**src/rtl/imem_dual_arbiter.sv**
```systemverilog
// imem_dual_arbiter: shares one instruction-memory read port between two
// core copies. Round-robin grant, fixed-latency pipelined memory and
// tag-routed responses. The optional lockstep divergence checker is built
// only when LOCKSTEP_CHECK_EN is defined; otherwise diverge/diverge_idx are 0.
module imem_dual_arbiter #(
    parameter int ADDR_W   = 32,
    parameter int DATA_W   = 32,
    parameter int MEM_LAT  = 1,
    parameter int CNT_W    = 16,
    parameter int SKEW_MAX = 2
) (
    input  logic              clock,
    input  logic              reset_n,
    input  logic [1:0]        req_valid,
    input  logic [ADDR_W-1:0] req_addr [2],
    output logic [1:0]        req_ready,
    output logic [1:0]        resp_valid,
    output logic [DATA_W-1:0] resp_data,
    output logic              mem_req_valid,
    output logic [ADDR_W-1:0] mem_req_addr,
    input  logic              mem_req_ready,
    input  logic [DATA_W-1:0] mem_resp_data,
    output logic [CNT_W-1:0]  grant_cnt0,
    output logic [CNT_W-1:0]  grant_cnt1,
    output logic              diverge,
    output logic [CNT_W-1:0]  diverge_idx
);

    if (MEM_LAT < 1 || MEM_LAT > 4 || SKEW_MAX < 0) begin : g_bad_param
        $error("imem_dual_arbiter: MEM_LAT must be 1..4 and SKEW_MAX non-negative");
    end

    logic               last_grant;
    logic               cand_valid;
    logic               cand_k;
    logic               transfer;
    logic [MEM_LAT-1:0] tag_v;
    logic [MEM_LAT-1:0] tag_k;
    logic [CNT_W-1:0]   cnt_next0;
    logic [CNT_W-1:0]   cnt_next1;

    // Candidate selection: round-robin on a tie, memory port mirrors the candidate.
    always_comb begin
        cand_valid    = reset_n && (req_valid != 2'b00);
        cand_k        = (req_valid == 2'b11) ? ~last_grant : req_valid[1];
        mem_req_valid = cand_valid;
        mem_req_addr  = cand_valid ? req_addr[cand_k] : '0;
        transfer      = cand_valid && mem_req_ready;
        req_ready     = 2'b00;
        if (transfer) begin
            req_ready = cand_k ? 2'b10 : 2'b01;
        end
    end

    // Saturating next values of the grant counters, shared with the lockstep checker.
    always_comb begin
        cnt_next0 = grant_cnt0;
        cnt_next1 = grant_cnt1;
        if (transfer && !cand_k && grant_cnt0 != '1) begin
            cnt_next0 = grant_cnt0 + 1'b1;
        end
        if (transfer && cand_k && grant_cnt1 != '1) begin
            cnt_next1 = grant_cnt1 + 1'b1;
        end
    end

    // Arbitration history and grant counters.
    always_ff @(posedge clock or negedge reset_n) begin
        if (!reset_n) begin
            last_grant <= 1'b1;
            grant_cnt0 <= '0;
            grant_cnt1 <= '0;
        end else begin
            if (transfer) begin
                last_grant <= cand_k;
            end
            grant_cnt0 <= cnt_next0;
            grant_cnt1 <= cnt_next1;
        end
    end

    // Tag pipeline tracking which requester owns each in-flight read.
    always_ff @(posedge clock or negedge reset_n) begin
        if (!reset_n) begin
            tag_v <= '0;
            tag_k <= '0;
        end else begin
            tag_v[0] <= transfer;
            tag_k[0] <= cand_k;
            for (int unsigned i = 1; i < MEM_LAT; i++) begin
                tag_v[i] <= tag_v[i-1];
                tag_k[i] <= tag_k[i-1];
            end
        end
    end

    // Route memory data to the owner of the read completing this cycle.
    always_comb begin
        resp_valid = 2'b00;
        resp_data  = '0;
        if (tag_v[MEM_LAT-1]) begin
            resp_valid = tag_k[MEM_LAT-1] ? 2'b10 : 2'b01;
            resp_data  = mem_resp_data;
        end
    end

`ifdef LOCKSTEP_CHECK_EN
    logic [ADDR_W-1:0] last_addr0;
    logic [ADDR_W-1:0] last_addr1;
    logic [ADDR_W-1:0] addr_next0;
    logic [ADDR_W-1:0] addr_next1;
    logic [CNT_W-1:0]  skew;
    logic [CNT_W-1:0]  cnt_max;

    // Post-transfer view of addresses and counter skew used by the checker.
    always_comb begin
        addr_next0 = (transfer && !cand_k) ? req_addr[0] : last_addr0;
        addr_next1 = (transfer &&  cand_k) ? req_addr[1] : last_addr1;
        if (cnt_next0 >= cnt_next1) begin
            skew    = cnt_next0 - cnt_next1;
            cnt_max = cnt_next0;
        end else begin
            skew    = cnt_next1 - cnt_next0;
            cnt_max = cnt_next1;
        end
    end

    // Sticky divergence flag: records only the first mismatch or excess skew.
    always_ff @(posedge clock or negedge reset_n) begin
        if (!reset_n) begin
            last_addr0  <= '0;
            last_addr1  <= '0;
            diverge     <= 1'b0;
            diverge_idx <= '0;
        end else begin
            last_addr0 <= addr_next0;
            last_addr1 <= addr_next1;
            if (transfer && !diverge) begin
                if (cnt_next0 == cnt_next1 && cnt_next0 != '0 && addr_next0 != addr_next1) begin
                    diverge     <= 1'b1;
                    diverge_idx <= cnt_next0;
                end else if (skew > CNT_W'(SKEW_MAX)) begin
                    diverge     <= 1'b1;
                    diverge_idx <= cnt_max;
                end
            end
        end
    end
`else
    assign diverge     = 1'b0;
    assign diverge_idx = '0;
`endif

endmodule
```
**config.mk**
```make
export PLATFORM = sky130hd
export DESIGN_NAME = imem_dual_arbiter
export DESIGN_NICKNAME = d
export VERILOG_FILES = /design/src/rtl/imem_dual_arbiter.sv
export SDC_FILE = /design/constraint.sdc
export NUM_CORES = 1
export LEC_CHECK = 0
export ABC_AREA = 1
export BUFFER_PORTS_ARGS = -buffer_cell sky130_fd_sc_hd__clkbuf_2
export CAP_MARGIN = 15
export CORE_MARGIN = 2
export CORE_UTILIZATION = 45
export DETAILED_ROUTE_END_ITERATION = 8
export PLACE_DENSITY = 0.9
export SLEW_MARGIN = 20
export SYNTH_ARGS = -nofsm -noshare
export SYNTH_HDL_FRONTEND = slang
export SYNTH_SLANG_ARGS = --single-unit
```
**constraint.sdc**
```tcl
create_clock -name clock -period 4.08 [get_ports clock]
set_input_delay 0.204 -clock clock [delete_from_list [all_inputs] [get_ports clock]]
set_output_delay 0.204 -clock clock [all_outputs]
set_load 0.1 [all_outputs]
```
# Word-level counts from Yosys, hierarchy flattened
# Index checks and enable logic that the tools add are counted.
totals:
  reg_bits: 35
  latchBits: 0
  ram_bits: 0
  romBits: 0
  inputBits: 101
  out_inout_bits: 118
  elab_cells: 31
  mem_count: 0
op_classes:
  n_addsub: 2
  mul: 0
  n_div: 0
  order_cmp: 1
  n_eq_ne: 3
  shifts: 0
  mux: 10
  n_bitwise: 2
  n_reduce_logical: 8
ops:
  columns: ["operator", "n"]
  rows:
  - ["$mux W32", 5]
  - ["$add A16 B1 Y16 const B", 2]
  - ["$ne A16 B16 Y1 const B", 2]
  - ["$mux W2", 4]
  - ["$logic_and A1 B1 Y1", 6]
  - ["$eq A2 B2 Y1 const B", 1]
  - ["$ge A2 B2 Y1 const B", 1]
  - ["$not A1 Y2", 1]
  - ["$reduce_bool A2 Y1", 1]
  - ["$logic_not A1 Y1", 1]
  - ["$mux W1", 1]
  - ["$not A1 Y1", 1]

# Depth between registers and ports, before layout
logic_depth:
  word_depth: 7
  mapped_depth: 10
  mapped_depth_nobuf: 9

# Worst setup path after synthesis
# OpenSTA, ideal clock, no wires.
synth_path:
  path_kind: "register to output"
  startpoint: "reg last_grant"
  endpoint: "out mem_req_addr[10]"
  arrival_time_ps: 2531
  path_slack_ps: 1345
  path_stages_with_launch: 6
  cell_sequence: "dfstp_2 nand2_1 nand2_2 clkbuf_1 nand2_1 a21oi_1"
synth_via:
  elab_chain_len: 7
synth_lines:
  columns: ["item", "line", "source"]
  rows:
  - ["start: declaration", "33", "logic last_grant;"]
  - ["start signal: assignment", "75", "last_grant <= cand_k;"]
  - ["$not A1 Y1", "45", "cand_k = (req_valid == 2'b11) ? ~last_grant : req_valid[1];"]
  - ["$mux W1", "45", null]
  - ["$not A1 Y2 (implied by the code)", "47", "mem_req_addr = cand_valid ? req_addr[cand_k] : '0;"]
  - ["$mux W32 (implied by the code) (3 in series)", "47", null]
  - ["$mux W32", "47", null]
  - ["end: declaration", "20", "output logic [ADDR_W-1:0] mem_req_addr,"]
# Every way passes these cells. The select of a mux whose other input is x is not followed.

# Worst setup path in the final report
layout_path:
  startpoint: "in reset_n"
  endpoint: "out mem_req_addr[9]"
layout_via:
  elab_chain_len: 2
layout_lines:
  columns: ["item", "line", "source"]
  rows:
  - ["start: declaration", "13", "input logic reset_n,"]
  - ["$logic_and A1 B1 Y1", "44", "cand_valid = reset_n && (req_valid != 2'b00);"]
  - ["$mux W32", "47", null]
# Every way passes these cells.

==> run summary <==
result of the run: finished with violations
violations in the final reports: design-rule violations
GP Congestion: 0.910
count of final hold-check violations: 0
detailed-router iteration count before antenna repair: 9
clock tree from TritonCTS: yes
TritonCTS Buffers: 5
unrepaired setup endpoints after global routing: false
ranking of synthesized cells by area: sky130_fd_sc_hd__dfrtp_1 28%, sky130_fd_sc_hd__nand2_1 27%, sky130_fd_sc_hd__inv_1 7.4%
first-iteration detailed-routing DRC count: 233
top post-synthesis cells by count: 218 x sky130_fd_sc_hd__nand2_1, 59 x sky130_fd_sc_hd__inv_1, 35 x sky130_fd_sc_hd__nor2_1, 34 x sky130_fd_sc_hd__dfrtp_1, 32 x sky130_fd_sc_hd__a21oi_1
flop-to-flop setup slack: 1900 ps
die area: 7360 um2
startpoint of the worst hold path: mem_req_ready
Fmax achieved: 331 MHz
nature of the critical path startpoint: input port
number of enable-type register cells in the synthesized netlist: 0
remaining number of nets flagged by the antenna check after routing: 0
highest net fanout along the worst path: 37
Critical R2R Launch: last_grant
routed length per instance: 11.7 um
WHS Endpoint: tag_v
H-tree levels: 2
count of clock tree sinks: 35
number of cells produced by synthesis: 498
Hold Path Depth: 3
die span in x: 85.8 um
gr usage total: 0.237
P per Cell Area: 474 nW/um2
cell type with the highest aggregate area in the netlist: sky130_fd_sc_hd__dfrtp_1
count leader, synth: sky130_fd_sc_hd__nand2_1
diodes inserted: 0
starting density of the core: 0.469
worst path required time: 3880 ps
number of global-route vias before repair: 3416
total placed cells including tap cells: 759
number of cells traversed by the worst register-to-register path: 7
worst hold path class: input port to flop
global-route wire length before repair: 14.4 mm
worst slack at placement: 1580 ps
part of the Yosys area used for sequential elements: 0.291
detailed-route DRC error count: 15
largest stage delay on the critical path: 670 ps
Tcrit/Tclk final: 0.740
Max Root-Sink Buffers: 2
flip-flop and latch count after synthesis: 35
smallest setup slack after layout: 1060 ps
number of library cell types mapped by synthesis: 30
number of max-cap violations: 0
Worst Setup End Kind: output pin
clock tree skew after final layout: 10.5 ps
aggregate negative setup slack: 0 ps
clock root buffer: sky130_fd_sc_hd__clkbuf_8
measured slew at the worst slew-check pin: 961 ps
num rows: 29
number of top-level design ports: 219
post-synthesis cell area: 3010 um2
data arrival time of the critical path: 2820 ps
master of the slowest instance on the critical path: sky130_fd_sc_hd__nand2_1
number of antenna violations at the first check in global routing: 0
total of fill cells in the finished design: 587
worst reg2reg path endpoint: grant_cnt0[4]
routed vias: 3756
P&R area growth vs syn: 34.9%
worst-skew pair later-pin latency: 290 ps
total wirelength of the detailed-routed design: 8.99 mm
Final #Nets: 793
average vias per placed instance: 4.90
maximum number of pins on one net before global-route repair: 38
Core Region: 6420 um2
IO buf count: 201
share of cells above drive strength 1: 0.342
Max-Slew Margin vs Limit: 0.359
post-DP HPWL: 7.30 mm
Final setup viols: 0
clock-pin slew on the worst setup and hold paths: 70 ps
list of cells traversed by the critical path: dlygate4sd3_1, clkbuf_2, buf_4, nand2_1, a21oi_1, clkbuf_2
Gates resized, CTS repair: 0
synthesized area divided by synthesized cell count: 6.05 um2
leakage component of the power: 2.49 nW
final period demand of the worst path: 3020 ps
post-layout instance count excluding filler cells: 767
worst IR drop on VDD: 0.000228 V
number of synthesis warnings: 0
commonest register cell after synthesis: sky130_fd_sc_hd__dfrtp_1
global route overflow: 0
number of slew-limit violations in the final report: 0
critical path start-end classification: input port to output pin
async set or reset register ratio after synthesis: 1.00
most repeated library cell on the critical path: sky130_fd_sc_hd__clkbuf_2
die span in y: 85.8 um
share of the synthesized area in the top cell type: 0.283
-- cell type report --
| type | instances | area (um2) | share of cell area |
|---|---|---|---|
| Sequential cell | 35 | 877 | 0.216 |
| Inverter | 64 | 240 | 0.0591 |
| Clock buffer | 6 | 82.6 | 0.0203 |
| Tap cell | 77 | 96.3 | 0.0237 |
| Timing Repair Buffer | 203 | 1020 | 0.252 |
| Clock inverter | 1 | 5.00 | 0.00123 |
| Multi-Input combinational cell | 381 | 1740 | 0.428 |
-- layout by cell type (no fill, tap or decap), types with 12 or more instances in the layout --
master and count:
sky130_fd_sc_hd__nand2_1 218, sky130_fd_sc_hd__clkbuf_2 201, sky130_fd_sc_hd__inv_1 59, sky130_fd_sc_hd__nor2_1 35
sky130_fd_sc_hd__dfrtp_1 34, sky130_fd_sc_hd__a21oi_1 32, sky130_fd_sc_hd__conb_1 17, sky130_fd_sc_hd__nand3_1 16
sky130_fd_sc_hd__nand4_1 12
-- sequential cells by signal, indices dropped and copies added (netlist names) --
register,flops
tag_v,1
grant_cnt0,16
grant_cnt1,16
last_grant,1
tag_k,1
-- logic make-up after synthesis --
logic type	count (synthesis)	share of synthesized area
AND/OR/NAND/NOR	298	0.420
buffers and inverters	98	0.152
AO/OA/AOI/OAI	53	0.0956
flip-flops	35	0.291
XOR/XNOR	11	0.0320
adder cells (fa/ha/maj)	2	0.00831
other	1	0.00125
-- per-stage QoR --
step / hold slack, ps / total power [W] / cell area (um2) / utilization
floorplan: -91.6 / 0.00148 / 3070 / -
global placement: 284 / 0.00166 / 3970 / 0.617
detailed placement: 290 / 0.00168 / 3970 / 0.617
CTS: 253 / 0.00193 / 4060 / 0.633
global route: 258 / 0.00201 / 4060 / 0.633
finish: 254 / 0.00193 / 4060 / 0.633
-- worst max-delay path, delay by kind of cell --
family	cells	cell delay, ps
AND/OR/NAND/NOR	1	670
buffers and inverters	4	1550
AO/OA/AOI/OAI	1	380
-- where the power goes --
group          switching, W  internal (W)  total [W]
Sequential         0.000103      0.000409   0.000512
Clock              0.000122      0.000132   0.000254
Combinational      0.000971      0.000188    0.00116
-- routing by layer --
metal	track usage	share of wire	vias to the layer above
met3	0.0250	0.074	29
met4	0.115	0.036	0
met1	0.261	0.38	1661
met2	0.447	0.51	198
met5	0	0	-
li1	-	-	1868
-- repair_timing --
action                    CTS  global route
buffers inserted            0             0
hold endpoints to repair   34             0
hold buffers                1             0
-- worst max path at each step --
stage                          start                to  depth (start not counted)
after CTS                    reset_n   mem_req_addr[9]                          6
after detailed placement     reset_n   mem_req_addr[9]                          5
final                        reset_n   mem_req_addr[9]                          6
after global routing         reset_n   mem_req_addr[9]                          6
after floorplan           last_grant  mem_req_addr[10]                          5
after global placement    last_grant      req_ready[0]                          5
Power figures use the tool's default switching activity.
